==> config.mk <==
export PLATFORM = sky130hd
export DESIGN_NAME = mem_access_stage
export DESIGN_NICKNAME = d
export VERILOG_FILES = /design/src/rtl/mips_mem_pkg.sv /design/src/rtl/mem_align.sv /design/src/rtl/mem_access_stage.sv
export SDC_FILE = /design/constraint.sdc
export NUM_CORES = 1
export LEC_CHECK = 0
export CAP_MARGIN = 10
export CORE_UTILIZATION = 39
export CTS_BUF_LIST = sky130_fd_sc_hd__clkbuf_16
export DETAILED_ROUTE_END_ITERATION = 8
export HOLD_SLACK_MARGIN = 0.06
export PLACE_DENSITY_LB_ADDON = 0.25
export SLEW_MARGIN = 20
export SYNTH_ARGS = -nofsm -noshare
export SYNTH_HDL_FRONTEND = slang
export SYNTH_SLANG_ARGS = --single-unit
export TNS_END_PERCENT = 10
==> constraint.sdc <==
create_clock -name CLK -period 2 [get_ports CLK]
set_clock_uncertainty 0.05 [all_clocks]
set_input_delay 0.4 -clock CLK [delete_from_list [all_inputs] [get_ports CLK]]
set_output_delay 0.4 -clock CLK [all_outputs]
set_load 0.01 [all_outputs]
==> src/rtl/mips_mem_pkg.sv <==
// Shared definitions for the MIPS MEM stage: opcodes, control bit positions,
// FSM encoding and access-size helpers.
package mips_mem_pkg;

  localparam logic [5:0] OP_LB  = 6'h20;
  localparam logic [5:0] OP_LH  = 6'h21;
  localparam logic [5:0] OP_LW  = 6'h23;
  localparam logic [5:0] OP_LBU = 6'h24;
  localparam logic [5:0] OP_LHU = 6'h25;
  localparam logic [5:0] OP_SB  = 6'h28;
  localparam logic [5:0] OP_SH  = 6'h29;
  localparam logic [5:0] OP_SW  = 6'h2B;

  localparam int WB_REGWRITE = 0;
  localparam int M_MEMREAD   = 1;
  localparam int M_MEMWRITE  = 0;

  typedef enum logic [1:0] {
    ST_IDLE   = 2'd0,
    ST_ACCESS = 2'd1,
    ST_DONE   = 2'd2
  } state_e;

  typedef enum logic [1:0] {
    SZ_BYTE = 2'd0,
    SZ_HALF = 2'd1,
    SZ_WORD = 2'd2
  } size_e;

  // Unknown memory opcodes fall back to word accesses.
  function automatic size_e op_size(input logic [5:0] op);
    case (op)
      OP_LB, OP_LBU, OP_SB: op_size = SZ_BYTE;
      OP_LH, OP_LHU, OP_SH: op_size = SZ_HALF;
      default:              op_size = SZ_WORD;
    endcase
  endfunction

  function automatic logic op_signed(input logic [5:0] op);
    op_signed = (op == OP_LB) || (op == OP_LH);
  endfunction

endpackage

==> src/rtl/mem_align.sv <==
// Combinational lane logic: misalignment, byte enables, store replication
// and load extraction with sign/zero extension (little-endian).
module mem_align
  import mips_mem_pkg::*;
(
  input  logic [5:0]  op_i,
  input  logic [1:0]  addr_lo_i,
  input  logic [31:0] wdata_i,
  input  logic [31:0] rdata_i,
  output logic        misalign_o,
  output logic [3:0]  be_o,
  output logic [31:0] wdata_o,
  output logic [31:0] ldata_o
);

  size_e       size_s;
  logic        sign_s;
  logic [7:0]  byte_s;
  logic [15:0] half_s;

  always_comb begin
    size_s     = op_size(op_i);
    sign_s     = op_signed(op_i);
    byte_s     = rdata_i[{addr_lo_i, 3'b000} +: 8];
    half_s     = addr_lo_i[1] ? rdata_i[31:16] : rdata_i[15:0];
    misalign_o = 1'b0;
    be_o       = 4'b1111;
    wdata_o    = wdata_i;
    ldata_o    = rdata_i;
    case (size_s)
      SZ_BYTE: begin
        be_o    = 4'b0001 << addr_lo_i;
        wdata_o = {4{wdata_i[7:0]}};
        ldata_o = {{24{sign_s & byte_s[7]}}, byte_s};
      end
      SZ_HALF: begin
        misalign_o = addr_lo_i[0];
        be_o       = 4'b0011 << addr_lo_i;
        wdata_o    = {2{wdata_i[15:0]}};
        ldata_o    = {{16{sign_s & half_s[15]}}, half_s};
      end
      SZ_WORD: begin
        misalign_o = |addr_lo_i;
      end
      default: begin
        misalign_o = |addr_lo_i;
      end
    endcase
  end

endmodule

==> src/rtl/mem_access_stage.sv <==
// MIPS MEM stage: EX/MEM register plus IDLE/ACCESS/DONE data-memory FSM.
// Optional watchdog abort of a stuck access: define DMEM_TIMEOUT_EN.
module mem_access_stage
  import mips_mem_pkg::*;
#(
  parameter int TIMEOUT_CYCLES = 16,
  parameter int CNT_W          = 5
) (
  input  logic        CLK,
  input  logic        RESET,
  input  logic [2:0]  EX_WB,
  input  logic [1:0]  EX_M,
  input  logic [5:0]  EX_Opcode,
  input  logic [31:0] EX_ALU_RESULT,
  input  logic [31:0] EX_WDATA,
  input  logic [4:0]  EX_RD,
  input  logic [31:0] EX_PC_4,
  output logic        DMEM_REQ,
  output logic        DMEM_WE,
  output logic [31:0] DMEM_ADDR,
  output logic [3:0]  DMEM_BE,
  output logic [31:0] DMEM_WDATA,
  input  logic        DMEM_READY,
  input  logic [31:0] DMEM_RDATA,
  output logic        MEM_STALL,
  output logic        MEM_ALIGN_ERR,
  output logic [2:0]  WB_MEM,
  output logic [5:0]  MEM_Opcode,
  output logic [31:0] MEM_ALU_RESULT,
  output logic [31:0] MEM_RD_DATA,
  output logic [4:0]  MEM_RD,
  output logic [31:0] MEM_PC_4
);

  if ((1 << CNT_W) <= TIMEOUT_CYCLES) begin : g_bad_cnt_w
    $error("CNT_W too narrow for TIMEOUT_CYCLES");
  end

  logic [2:0]  wb_q;
  logic [1:0]  m_q;
  logic [5:0]  op_q;
  logic [31:0] alu_q, wdata_q, pc4_q;
  logic [4:0]  rd_q;
  state_e      state_q, state_d;
  logic [31:0] rdata_q, rdata_d;
  logic        err_q, err_d;
  logic        mem_op_s, misalign_s, stall_s;
  logic [3:0]  be_s;
  logic [31:0] st_data_s, ldata_s;
`ifdef DMEM_TIMEOUT_EN
  localparam logic [CNT_W-1:0] CNT_LAST = CNT_W'(TIMEOUT_CYCLES - 1);
  logic [CNT_W-1:0] cnt_q, cnt_d;
  logic             abort_q, abort_d;
`endif

  assign mem_op_s = |m_q;

  mem_align u_align (
    .op_i      (op_q),
    .addr_lo_i (alu_q[1:0]),
    .wdata_i   (wdata_q),
    .rdata_i   (DMEM_RDATA),
    .misalign_o(misalign_s),
    .be_o      (be_s),
    .wdata_o   (st_data_s),
    .ldata_o   (ldata_s)
  );

  // State register and EX/MEM capture; the pipeline register holds while stalled.
  always_ff @(posedge CLK) begin
    if (RESET) begin
      state_q <= ST_IDLE;
      rdata_q <= 32'h0;
      err_q   <= 1'b0;
      wb_q    <= 3'b000;
      m_q     <= 2'b00;
      op_q    <= 6'h00;
      alu_q   <= 32'h0;
      wdata_q <= 32'h0;
      rd_q    <= 5'd0;
      pc4_q   <= 32'h0;
`ifdef DMEM_TIMEOUT_EN
      cnt_q   <= '0;
      abort_q <= 1'b0;
`endif
    end else begin
      state_q <= state_d;
      rdata_q <= rdata_d;
      err_q   <= err_d;
`ifdef DMEM_TIMEOUT_EN
      cnt_q   <= cnt_d;
      abort_q <= abort_d;
`endif
      if (!stall_s) begin
        wb_q    <= EX_WB;
        m_q     <= EX_M;
        op_q    <= EX_Opcode;
        alu_q   <= EX_ALU_RESULT;
        wdata_q <= EX_WDATA;
        rd_q    <= EX_RD;
        pc4_q   <= EX_PC_4;
      end
    end
  end

  // Next-state logic.
  always_comb begin
    state_d = state_q;
    rdata_d = rdata_q;
    err_d   = 1'b0;
`ifdef DMEM_TIMEOUT_EN
    cnt_d   = cnt_q;
    abort_d = abort_q;
`endif
    case (state_q)
      ST_IDLE: begin
        if (mem_op_s && !misalign_s) begin
          state_d = ST_ACCESS;
`ifdef DMEM_TIMEOUT_EN
          cnt_d   = '0;
          abort_d = 1'b0;
`endif
        end else if (mem_op_s) begin
          err_d = 1'b1;
        end else begin
          state_d = ST_IDLE;
        end
      end
      ST_ACCESS: begin
        if (DMEM_READY) begin
          rdata_d = m_q[M_MEMREAD] ? ldata_s : 32'h0;
          state_d = ST_DONE;
        end
`ifdef DMEM_TIMEOUT_EN
        else if (cnt_q == CNT_LAST) begin
          rdata_d = 32'h0;
          abort_d = 1'b1;
          err_d   = 1'b1;
          state_d = ST_DONE;
        end
`endif
        else begin
          state_d = ST_ACCESS;
`ifdef DMEM_TIMEOUT_EN
          cnt_d   = cnt_q + CNT_W'(1);
`endif
        end
      end
      ST_DONE: begin
        state_d = ST_IDLE;
`ifdef DMEM_TIMEOUT_EN
        abort_d = 1'b0;
`endif
      end
      default: state_d = ST_IDLE;
    endcase
  end

  // Output decode; a memory op sitting in IDLE is always a bubble (stall or misalign).
  always_comb begin
    stall_s     = 1'b0;
    DMEM_REQ    = 1'b0;
    DMEM_WE     = 1'b0;
    DMEM_ADDR   = 32'h0;
    DMEM_BE     = 4'h0;
    DMEM_WDATA  = 32'h0;
    WB_MEM      = wb_q;
    MEM_RD_DATA = 32'h0;
    case (state_q)
      ST_IDLE: begin
        if (mem_op_s) begin
          stall_s = !misalign_s;
          WB_MEM  = 3'b000;
        end else begin
          WB_MEM = wb_q;
        end
      end
      ST_ACCESS: begin
        stall_s    = 1'b1;
        DMEM_REQ   = 1'b1;
        DMEM_WE    = m_q[M_MEMWRITE];
        DMEM_ADDR  = {alu_q[31:2], 2'b00};
        DMEM_BE    = be_s;
        DMEM_WDATA = st_data_s;
        WB_MEM     = 3'b000;
      end
      ST_DONE: begin
        MEM_RD_DATA = rdata_q;
`ifdef DMEM_TIMEOUT_EN
        if (abort_q) begin
          WB_MEM = 3'b000;
        end else begin
          WB_MEM = wb_q;
        end
`endif
      end
      default: WB_MEM = 3'b000;
    endcase
  end

  assign MEM_STALL      = stall_s;
  assign MEM_ALIGN_ERR  = err_q;
  assign MEM_Opcode     = op_q;
  assign MEM_ALU_RESULT = alu_q;
  assign MEM_RD         = rd_q;
  assign MEM_PC_4       = pc4_q;

endmodule

After elaboration in Yosys (flattened, before gate mapping)
Index checks and enable logic that the tools add are counted. Widths: inputs -> output; s select.

Equal/unequal tests: 10. $add $sub $neg: 0. Mux-type cells: 22. Divide/modulo/power cells: 0. Reduce and logical (&&, ||, !) cells: 11. Shift-type cells: 3. Bitwise logic cells: 3. $lt $le $gt $ge: 0. Multipliers: 0.

Operators by type and width (number): $mux 32 (4); $pmux 32 s2 (2); $eq 6x6->1 const B (6); $shiftx 32x6->8 (1); $mux 16 (1); $reduce_or 3->1 (3); $pmux 2 s2 (2); $pmux 4 s2 (1); $mux 2 (3); $pmux 3 s2 (1); $eq 2x1->1 const B (2); $logic_not 2->1 (2); $mux 1 (4); $mux 4 (1); $pmux 1 s2 (2); $reduce_or 2->1 (2); $shl 1x2->4 const A (1); $shl 2x2->4 const A (1); $mux 3 (1); $ne 3x3->1 const B (1); $and 1x1->1 (2); $eq 2x2->1 const B (1); $reduce_and 2->1 (1); $logic_and 1x1->1 (1); 3 further kinds (3).

Bits in registers: 147. Output and inout port bits: 182. Logic and storage cells: 59. Input port bits: 147. ROM bits: 0. Bits in latches: 0. RAM bits: 0. Memories kept: 0.

Longest topological paths before layout
Depth after elaboration: 9. Depth in mapped cells: 7. Gate-level depth less buffers: 5.

Modules after synthesis
From an unflattened synthesis, not the netlist that was laid out.

Cell total of the unflattened synthesis: 955. Area, all modules: 8250.4 um^2.

By module, submodules not included: mem_access_stage (seq. area each 2942.8 um^2, area an instance 7021.7 um^2, instances 1, cells an instance 761); mem_align (seq. area each 0.0 um^2, area an instance 1228.7 um^2, instances 1, cells an instance 194).

Worst setup path before layout
OpenSTA, ideal clock, no wires.

Kind: register -> output. Start: reg op_q[5] (netlist: MEM_Opcode[5]). End: out DMEM_WDATA[10]. Required time: 1550 ps. Cell stages (with the launch flop): 7. Setup slack: -277 ps. Path buffers: 2. Arrival: 1827 ps. Cell sequence: dfxtp_1 > or3b_1 > clkbuf_1 > or3_1 > clkbuf_1 > mux2i_1 > nor2_1.

Word-level cells in the longest chain between the ends: 6. Elaborated cells between the ends (all ways): 13. Classes of those cells: 7 x eq/ne; 3 x mux; 3 x reduce/logical.

Ends and longest elaborated chain: start: declaration (RTL line mem_access_stage.sv:41) `logic [5:0] op_q;`; start signal: assignment (RTL line mem_access_stage.sv:97) `op_q <= EX_Opcode;`; $eq 6x6->1 (RTL line mips_mem_pkg.sv:32) `case (op)`; $reduce_or 3->1 (RTL line mips_mem_pkg.sv:32); $pmux 2 s2 * (RTL line mips_mem_pkg.sv:32); $eq 2x1->1 or $logic_not 2->1 (tied branches) (RTL line mem_align.sv:30) `case (size_s)`; $pmux 32 s2 * (RTL line mem_align.sv:30); $mux 32 * (RTL line mem_access_stage.sv:169) `case (state_q)`; end: declaration (RTL line mem_access_stage.sv:22) `output logic [31:0] DMEM_WDATA,`.

Mark *: on every way between the ends. The rest lies on a longest branch, timed or not.

Worst setup path after layout
Start: reg op_q[4] (netlist: MEM_Opcode[4]). End: out DMEM_WDATA[29].

The elaborated chain is that of the path after synthesis.

==> run metrics <==
Sw Share 36.2%; post-route minimum period 2530 ps; Worst Path Buf+Inv 4; CP Max Fanout 5; total placed cells including tap cells 1463; routed via count 7147; Clock power frac 22.7%; asr flop ratio synth 0%; worst skew pair latency around 420 ps; Period Utilization, post-route 126%; synth unique cells 39; largest net degree at the start of global routing 105; wire per inst about 16 um; mapped cell area around 0.0077 mm^2; pre-CTS WS -507 ps; Slew @ Worst Pin 610 ps; row count 51; htree depth 4; die width between 100 and 150 um; number of buffers created by CTS 17; non-filler cells, final 1503; Max IR drop VDD 0.00109 V; critical path, cell by cell or3b_4 -> buf_6 -> nor2_4 -> buf_12 -> buf_16 -> nor2_2 -> a211oi_2 -> buf_2; IO buf count 326; critical path's slowest cell or3b_4; worst hold slack 317 ps; outcome complete, but fails checks; Crit path max-delay family simple AND/OR/NAND/NOR gates; P_leak 0.00526 uW; total core area a little under 0.02 mm^2; Sw Pwr 5180 uW; Pre-Repair DR Iteration Count 4; Seq/Total Area, Yosys approximately 38%; Fmax 396 MHz; worst slew margin relative to its limit between 50% and 60%; part of the power in combinational logic 47.9%; post-synthesis instance total between 800 and 900; yosys warns 0; met3 wire length around 1800 um; Maximum Capacitance Violations 0; area leader, netlist dfxtp_1; DR iter-0 viols 314; Vias/cell 4.76; Critical Path RT between 1500 and 2000 ps; Root Buffer clkbuf_16; post-synthesis register bit count between 100 and 150; P per Cell Area approximately 1200 mW/mm^2; wire length on met2 11900 um; critical path class register to output pin; initial antenna violation count 1; Mean Syn Cell Area 8.82 um^2; drt drc 0; Startpoint Class register; final hold viol count 0; # IOs 329; grt total ovfl 0; n_diodes 0; DP HPWL 17600 um; sequential share of power between 20% and 30%; vias in the first global route 6944; Layout Nets approximately 1400; number of flops mapped to enable cells by yosys 0; Final Setup Violations approximately 130; ys flop type dfxtp_1; die area 0.0204 mm^2; layout cells sized above 1 19.9%; met1 wire length 9730 um; gr usage total about a quarter; Synth area leaders dfxtp_1 38%, mux2i_1 19%, nand2b_1 18%, and2_1 6.1%, nand2_1 2.7%; Layout area overhead 59.4%; starting density of the core 39.8%; Pint about 9100 uW; most instantiated cells after synthesis 227 x nand2b_1, 147 x dfxtp_1, 144 x mux2i_1; routed wire length 24200 um; RSZ-0062 raised after global routing yes; uppermost routed layer met5; Crit. End Element output pin; chip height between 100 and 150 um; count of pins over their slew limit 0; Worst path max stage delay approximately 400 ps; failing checks setup timing; clock-pin slew on the worst setup and hold paths about 60 ps; final core occ 63.4%; Worst EP arrival 2080 ps; Yosys top cell area share 38.0%; CTS tree yes; first-pass GRT wire length 36800 um; post-route antenna net violation count 0; final setup margin -525 ps; Hold WC Path Type input pin to register; most frequent cell after synthesis nand2b_1; CTS max path bufs 2; routability cong. 0.864; CTS Sinks 147
final cells by class:
| class | count | area (um^2) |
|---|---|---|
| Timing Repair Buffer | 396 | 3830 |
| Inverter | 4 | 17.5 |
| Sequential cell | 147 | 2950 |
| Clock buffer | 17 | 425 |
| Multi-Input combinational cell | 659 | 4620 |
| Tap cell | 265 | 332 |
| Clock inverter | 15 | 168 |
| Fill cell | 1690 | 7120 |
cell usage in the layout (no fill, tap or decap), types with 11 or more instances in the layout:
master and instances:
a21oi_1 16, and2_1 75, buf_12 11, buf_2 48, buf_4 52, clkbuf_16 17, clkdlybuf4s15_2 50, clkdlybuf4s50_1 219
dfxtp_1 141, mux2i_1 143, nand2_1 50, nand2b_1 226, nor2_1 36, nor2b_1 16, o21ai_1 24, o221ai_1 14
state kept, by name (all words and copies together), names as in the netlist:
name / flops
MEM_ALIGN_ERR: 1
MEM_ALU_RESULT: 32
MEM_Opcode: 6
MEM_PC_4: 32
MEM_RD: 5
m_q: 2
rdata_q: 32
state_q: 2
wb_q: 3
wdata_q: 32
logic make-up after synthesis:
kind of cell              after synthesis  synth area share, %
and+or+nand+nor                       430                 31.6
buffers and inverters                  73                 4.57
other                                   1               0.0484
xor gates and xnor gates                1                0.113
muxes                                 144                 18.6
DFF                                   147                 38.0
AOI/OAI and AO/OA                      82                 7.03
worst paths after layout:
| kind | start | end | slack [ps] | cells after the start |
|---|---|---|---|---|
| max reg2reg | MEM_Opcode[4] | MEM_PC_4[26] | -350 | 8 |
| max | MEM_Opcode[4] | DMEM_WDATA[29] | -530 | 8 |
| min reg2reg | rdata_q[30] | rdata_q[30] | 390 | 2 |
| min | RESET | state_q[1] | 320 | 2 |
power by group through the flow:
stage	clock, uW	combinational [uW]	sequential [uW]
after floorplan	0	3500	4430
after global placement	0	6530	4220
after detailed placement	0	6600	4240
after CTS	3320	6790	4200
after global routing	3460	7310	4310
final	3250	6860	4210
per-stage QoR:
step	TNS [ps]	cell area (um^2)	power [uW]
global placement	-45170	11600	10800
detailed placement	-48070	11600	10800
global route	-51000	12300	15100
floorplan	-1330	7820	7930
CTS	-34140	12300	14300
finish	-38910	12300	14300
layer usage:
layer | GRT usage, % | up-vias
met4 | 9.73 | 2
met5 | 0 | -
met3 | 7.51 | 48
met2 | 40.0 | 270
li1 | - | 3573
met1 | 27.3 | 3254
what timing repair did:
| action | CTS | global route |
|---|---|---|
| setup buffers | 3 | 3 |
| gates cloned | 2 | 0 |
| pin swaps | 7 | 10 |
| gates resized for setup | 385 | 29 |
| setup endpoints to repair | 210 | 197 |
| hold buffers | 0 | 0 |
(Power assumes the default switching activity.)
